--- src/rtl/trig_reg.sv ---
// trig_reg: WIDTH-bit register bank with D load, T toggle, serial shift and
// hold modes, clock enable, synchronous clear, serial out and edge flags.
module trig_reg #(
    parameter int                WIDTH     = 8,
    parameter logic [WIDTH-1:0]  RST_VAL   = '0,
    parameter bit                SHIFT_DIR = 1'b0
) (
    input  logic             clk_i,
    input  logic             rst_i,
    input  logic             en_i,
    input  logic             sclr_i,
    input  logic [1:0]       mode_i,
    input  logic [WIDTH-1:0] d_i,
    input  logic             sin_i,
    output logic [WIDTH-1:0] q_o,
    output logic             sout_o,
    output logic [WIDTH-1:0] rise_o,
    output logic [WIDTH-1:0] fall_o,
    output logic             changed_o
);

    localparam logic [1:0] MODE_LOAD   = 2'b00;
    localparam logic [1:0] MODE_TOGGLE = 2'b01;
    localparam logic [1:0] MODE_SHIFT  = 2'b10;
    localparam logic [1:0] MODE_HOLD   = 2'b11;

    logic [WIDTH-1:0] q_q;
    logic [WIDTH-1:0] q_d;
    logic [WIDTH-1:0] prev_q;
    logic             sout_q;
    logic             sout_d;

    // Next-state selection: en gates everything, sclr beats the mode
    always_comb begin
        q_d    = q_q;
        sout_d = sout_q;
        if (en_i) begin
            if (sclr_i) begin
                q_d = RST_VAL;
            end else begin
                case (mode_i)
                    MODE_LOAD:   q_d = d_i;
                    MODE_TOGGLE: q_d = q_q ^ d_i;
                    MODE_SHIFT: begin
                        if (SHIFT_DIR == 1'b0) begin
                            q_d    = {q_q[WIDTH-2:0], sin_i};
                            sout_d = q_q[WIDTH-1];
                        end else begin
                            q_d    = {sin_i, q_q[WIDTH-1:1]};
                            sout_d = q_q[0];
                        end
                    end
                    MODE_HOLD:   q_d = q_q;
                    default:     q_d = q_q;
                endcase
            end
        end
    end

    // State registers; previous-q copy tracks every edge, even when disabled
    always_ff @(posedge clk_i or posedge rst_i) begin
        if (rst_i) begin
            q_q    <= RST_VAL;
            prev_q <= RST_VAL;
            sout_q <= 1'b0;
        end else begin
            q_q    <= q_d;
            prev_q <= q_q;
            sout_q <= sout_d;
        end
    end

    // Edge flags come straight from two registers, so they are glitch-free
    always_comb begin
        rise_o    = q_q & ~prev_q;
        fall_o    = ~q_q & prev_q;
        changed_o = |(q_q ^ prev_q);
    end

    assign q_o    = q_q;
    assign sout_o = sout_q;

endmodule

--- config.mk ---
export PLATFORM = sky130hd
export DESIGN_NAME = trig_reg
export DESIGN_NICKNAME = d
export VERILOG_FILES = /design/src/rtl/trig_reg.sv
export SDC_FILE = /design/constraint.sdc
export NUM_CORES = 1
export LEC_CHECK = 0
export BUFFER_PORTS_ARGS = -buffer_cell sky130_fd_sc_hd__buf_2
export CORE_MARGIN = 1.5
export CORE_UTILIZATION = 49
export CTS_CLUSTER_SIZE = 16
export DETAILED_ROUTE_END_ITERATION = 6
export GPL_TIMING_DRIVEN = 0
export MAX_ROUTING_LAYER = met4
export PLACE_DENSITY = 0.89
export SYNTH_ARGS = -nofsm -noshare
export SYNTH_HDL_FRONTEND = slang
export SYNTH_SLANG_ARGS = --single-unit
--- constraint.sdc ---
create_clock -name clk_i -period 1.5 [get_ports clk_i]
set_clock_uncertainty 0.15 [all_clocks]
set_input_delay 0.075 -clock clk_i [delete_from_list [all_inputs] [get_ports clk_i]]
set_output_delay 0.075 -clock clk_i [all_outputs]
set_load 0.01 [all_outputs]
==> results of run 1 <==
[final timing paths]
path	from	endpoint	slack (ns)	cells after the start
setup / recovery	q_o[7]	changed_o	-0.23	5
hold / removal	en_i	sout_o	0.01	3
setup reg to reg	q_o[6]	q_o[6]	0.06	5
hold reg to reg	sout_o	sout_o	0.34	2
max in group asynchronous	rst_i	q_o[6]	0.45	3
min in group asynchronous	rst_i	sout_o	0.28	3
[sequential cells by signal (all words and copies together), names as in the netlist]
name	flops
sout_o	1
prev_q	8
q_o	8
[synth_stat cells, types with 2 or more instances]
| cell type | count |
|---|---|
| inv_1 | 21 |
| ha_1 | 19 |
| dfrtp_1 | 17 |
| o21ai_0 | 10 |
| nand2_1 | 7 |
| a22oi_1 | 6 |
| xor2_1 | 5 |
| and3_1 | 4 |
| nand2b_1 | 4 |
| a2111oi_0 | 3 |
| a21oi_1 | 3 |
| a2bb2oi_1 | 3 |
| nor3_1 | 3 |
| o21ai_1 | 3 |
| nand4_1 | 2 |
| o21ai_2 | 2 |
[power breakdown]
| group | switching (mW) | leakage, nW | internal (mW) |
|---|---|---|---|
| logic | 0.308 | 0.628 | 0.257 |
| registers | 0.0413 | 0.215 | 0.517 |
| clock network | 0.147 | 0.0150 | 0.104 |
| total | 0.496 | 0.857 | 0.877 |
[critical path, stage by stage (launching register included)]
cell and delay (ns):
dfrtp_2 0.38, inv_1 0.06, ha_1 0.29, nand4_1 0.10, or2_4 0.26, buf_6 0.12
[logic make-up after synthesis]
group	Yosys count	synth area share
xor+xnor	5	0.03747
buf+inv	25	0.08779
simple gates	25	0.1253
flops	17	0.3640
compound gates	31	0.1820
fa+ha+maj	19	0.2034
[layer usage]
metal / wire (um) / vias up / GRT usage / part of all wire
li1: - / 534 / - / -
met1: 1365 / 560 / 0.3149 / 0.40
met2: 1747 / 64 / 0.4789 / 0.51
met3: 223 / 11 / 0.03448 / 0.065
met4: 107 / 0 / 0.1579 / 0.031
met5: 0 / - / - / 0
[per-stage QoR]
step                setup TNS (ns)  hold WS, ns
finish                     -0.2253      0.01209
global route               -0.2659      0.03624
CTS                        -0.2136     0.003141
detailed placement         -0.3654      0.04791
global placement          -0.09456      0.03813
floorplan                        0      -0.1489
[final cells by class]
type / count / area [um^2]
multi-input combinational: 80 / 701.9
fill: 143 / 576.8
sequential: 17 / 431.7
timing repair buffer: 56 / 359.1
inverter: 22 / 82.58
tap: 28 / 35.03
clock buffer: 4 / 26.28
buffer: 3 / 20.02
[what timing repair did]
action / 4_1_cts / 5_1_grt
resized for setup: 7 / 13
pin swaps: 0 / 5
setup endpoints to repair: 2 / 6
hold endpoints to repair: 24 / 0
buffers inserted: 8 / 1
hold buffers: 8 / 0
==> impl_metrics.toml, run 1 <==
[cts]
clkSinkCount = 17
path_clk_slew_ns = 0.10
numCtsBuffers = 3
cts_root_buf = "clkbuf_4"
cts_buffer_depth = 2
htreeDepth = 1
cts_tree = "done"
clk_latency_ns = 0.29

[place]
place.gp.congestion = 0.7893
dp_slack_ns = -0.1269
dp_hpwl_um = 2095
post_dp_cell_area_um2 = 1399
portBuffers = 39
dp.cells = 189

[synth]
ys_types = 26
synth_edf_count = 0
ys_top_cells_by_area = "dfrtp_1 (36%), ha_1 (20%), inv_1 (6.7%), o21ai_0 (4.3%), a22oi_1 (3.9%)"
synth_top_area_frac = 0.3640
ys_seq_area_frac = 0.3640
yosys.area.top_type = "dfrtp_1"
avgSynthCellArea_um2 = 9.579
synthesis.instances = 122
synth_flop_cell = "dfrtp_1"
postSynthNetCount = 156
syn_area_um2 = 1169
ys_ff_latch = 17
yosys_warnings = 0
synthArstFlopShare = 1.000

[drt]
drt_iter0_markers = 50
dr.pass1.iters = 4
vias = 1169
drc = 0
viasPerCell = 5.567
ant_nets = 0
wirelength_um = 3444
routedWlPerCell_um = 16.40

[power_and_ir_drop]
power_density_nw_per_um2 = 828.8
p_total_mw = 1.373
irDropWorstVdd_v = 0.0004960
leakagePower_nw = 0.8574

[run_status]
violations = "setup timing"
status = "complete, but fails checks"

[setup_path]
end_kind = "output pin"
path_max_fanout = 2
required_ns = 1.27
path_class = "register to output pin"
cp_data_arrival_time_ns = 1.50
start_kind = "register"

[sta]
fmax_mhz = 579.6
worst_pin_slew_ns = 0.6764
fin_ws_ns = -0.2253
fin_crit_ns = 1.725
hold_viol = 0
report.final.setup_viol = 1
final.period_utilization = 1.150
slew_headroom = 0.5485
rsz0062_at_grt = "true"
final-max-slew-violation-count = 0

[run]
drv_cap = 0

[finish]
drive_gt1_frac = 0.3956
fin_util = 0.7417
area_growth_syn_to_layout_pct = 41.76
final_common_cell = "buf_2"
diodes = 0
final_cell_mix = "buf_2 (38), inv_1 (18), ha_1 (15), dfrtp_1 (12), o21ai_0 (10)"
final_cells = 210
finalInstanceArea_um2 = 1657
layout.nets = 217

[global_route]
grt_pass1_wl_um = 5368
grt_pass1_vias = 1207
antenna_found_initial = 0
grt_max_degree = 18
grt_overflow_total = 0
gr-usage-all-layers = 0.2800

[floorplan]
initial_core_util = 0.5232
die-area_um2 = 2687
die_h_um = 51.84
die_width_um = 51.84
num_rows = 17
io_pins = 41
coreArea_um2 = 2233

[hold_path]
hp-class = "input pin to register"
Power figures use the tool's default switching activity.
==> run 2, diff against run 1 <==
--- a/config.mk
+++ b/config.mk
@@ -6,11 +6,11 @@
 export NUM_CORES = 1
 export LEC_CHECK = 0
 export BUFFER_PORTS_ARGS = -buffer_cell sky130_fd_sc_hd__buf_2
-export CORE_MARGIN = 1.5
 export CORE_UTILIZATION = 49
 export CTS_CLUSTER_SIZE = 16
 export DETAILED_ROUTE_END_ITERATION = 6
 export GPL_TIMING_DRIVEN = 0
+export HOLD_SLACK_MARGIN = 0.15
 export MAX_ROUTING_LAYER = met4
 export PLACE_DENSITY = 0.89
 export SYNTH_ARGS = -nofsm -noshare
==> run 2 against run 1 <==
Compared with the run above: the flow still finishes with violations (setup timing); final cell count grew 1.4%; worst hold slack gained 0.26 ns; design area grew 1.1%; routed wire length shrank 4.8%; sequential power is essentially flat; count of clock-buffer cells in the layout is the same; critical path depth is the same; register-to-register slack gained 0.02 ns; via count shrank 0.26%; clock power grew 3%; combinational power shrank 2%; power shrank 0.35%; largest cell class unchanged.
==> impl_metrics.toml, run 2 (same netlist as run 1, synthesis figures left out) <==
[run_status]
status = "complete, but fails checks"
violations = "setup timing"

[drt]
ant_nets = 0
vias = 1166
wirelength_um = 3279
routedWlPerCell_um = 15.39
drc = 0
viasPerCell = 5.474
drt_iter0_markers = 44
dr.pass1.iters = 4

[floorplan]
num_rows = 17
die_width_um = 50.84
io_pins = 41
coreArea_um2 = 2233
die-area_um2 = 2584
initial_core_util = 0.5232
die_h_um = 50.84

[place]
dp_hpwl_um = 1965
place.gp.congestion = 0.8035
post_dp_cell_area_um2 = 1399
dp.cells = 189
portBuffers = 39

[sta]
report.final.setup_viol = 1
slew_headroom = 0.5530
fin_crit_ns = 1.706
final-max-slew-violation-count = 0
rsz0062_at_grt = "true"
worst_pin_slew_ns = 0.6698
fmax_mhz = 586.1
fin_ws_ns = -0.2062
timing.hold.ws_ns = 0.2738
hold_viol = 0
final.period_utilization = 1.137

[cts]
htreeDepth = 1
cts_tree = "done"
cts_root_buf = "clkbuf_4"
numCtsBuffers = 3
path_clk_slew_ns = 0.10
clk_latency_ns = 0.30
clkSinkCount = 17
cts_buffer_depth = 2

[setup_path]
r2r_end = "q_o[5]"
required_ns = 1.27
path_cells = "inv_1, ha_1, nand4_1, or2_4, buf_6"
start_kind = "register"
reg2reg_depth = 3
cp_slowest_cell = "dfrtp_2"
endpoint = "changed_o"
r2r_slack_ns = 0.08
critPathMaxStageDelay_ns = 0.37
end_kind = "output pin"
path_class = "register to output pin"
critical_path_buf_inv_count = 2
path_max_fanout = 2
r2r-start = "q_o[4]"
critPathTopFamily = "flip-flops"
cp_data_arrival_time_ns = 1.48
cp_num_cells = 5
startpoint = "q_o[2]"

[global_route]
grt_max_degree = 18
grt_overflow_total = 0
antenna_found_initial = 0
gr-usage-all-layers = 0.2570
grt_pass1_vias = 1132
grt_pass1_wl_um = 4864

[power_and_ir_drop]
pwr-share-clk = 0.188
seqPwrFrac = 0.408
power.internal_uw = 875.5
irDropWorstVdd_v = 0.0007162
p_sw_uw = 492.7
power_density_nw_per_um2 = 817.2
leakagePower_nw = 0.8657
p_comb_frac = 0.404
p_sw_frac = 0.3601

[finish]
final_cells = 213
drive_gt1_frac = 0.4000
final_cell_mix = "buf_2 (39), inv_1 (16), ha_1 (16), dlygate4sd3_1 (12), dfrtp_1 (11)"
area_growth_syn_to_layout_pct = 43.26
finalInstanceArea_um2 = 1674
final_common_cell = "buf_2"
nFillCells = 143
diodes = 0
layout.nets = 220

[run]
drv_cap = 0

[hold_path]
hp-class = "input pin to register"
## run 2: power by group through the flow
| stage | registers (mW) | logic (mW) | clock network (mW) |
|---|---|---|---|
| finish | 0.558 | 0.553 | 0.257 |
| global route | 0.564 | 0.604 | 0.275 |
| CTS | 0.548 | 0.510 | 0.248 |
| detailed placement | 0.588 | 0.398 | 0 |
| global placement | 0.585 | 0.375 | 0 |
| floorplan | 0.590 | 0.242 | 0 |
## run 2: area by class of cell
class	count	area [um^2]	share of cell area
clock buffers	4	26.28	0.01570
flip-flops and latches	17	432.9	0.2586
multi-input cells	80	695.7	0.4155
well taps	28	35.03	0.02093
plain buffers	3	20.02	0.01196
inverters	22	82.58	0.04933
repair buffers	59	381.6	0.2280
## run 2: worst min-delay path by stage
stage / from / to / slack (ns) / cells past startpoint
after floorplan: rst_i / prev_q[0] / -0.15 / 1
after global placement: rst_i / prev_q[6] / 0.04 / 2
after detailed placement: rst_i / q_o[1] / 0.05 / 2
after CTS: mode_i[1] / q_o[0] / 0.26 / 4
after global routing: mode_i[1] / q_o[5] / 0.31 / 4
final: mode_i[1] / q_o[0] / 0.27 / 4
## run 2: metrics by stage
stage	setup WS, ns	setup TNS [ns]	utilization	power [mW]
detailed placement	-0.09048	-0.1909	0.6263	0.9859
finish	-0.2062	-0.2062	0.7496	1.368
floorplan	0.08300	0	-	0.8321
CTS	-0.1991	-0.1991	0.7261	1.306
global route	-0.2629	-0.2629	0.7496	1.444
global placement	-0.09553	-0.09553	0.6263	0.9606
## run 2: layer usage
metal / vias to the layer above / GRT usage / routed length (um)
met5: - / - / 0
met4: 0 / 0.1019 / 118
met3: 12 / 0.05357 / 209
met2: 63 / 0.4378 / 1712
met1: 550 / 0.2957 / 1238
li1: 541 / - / -
## run 2: worst register-to-register path, delay by kind of cell (launching register included)
family / cells / cell delay (ns)
AOI/OAI and AO/OA: 2 / 0.55
DFF: 1 / 0.42
buffers and inverters: 1 / 0.17
## run 2: what timing repair did
action,CTS,global route
setup endpoints to repair,2,3
pin swaps,1,5
hold buffers,12,0
resized for setup,8,13
hold endpoints to repair,26,0
buffers inserted,8,0
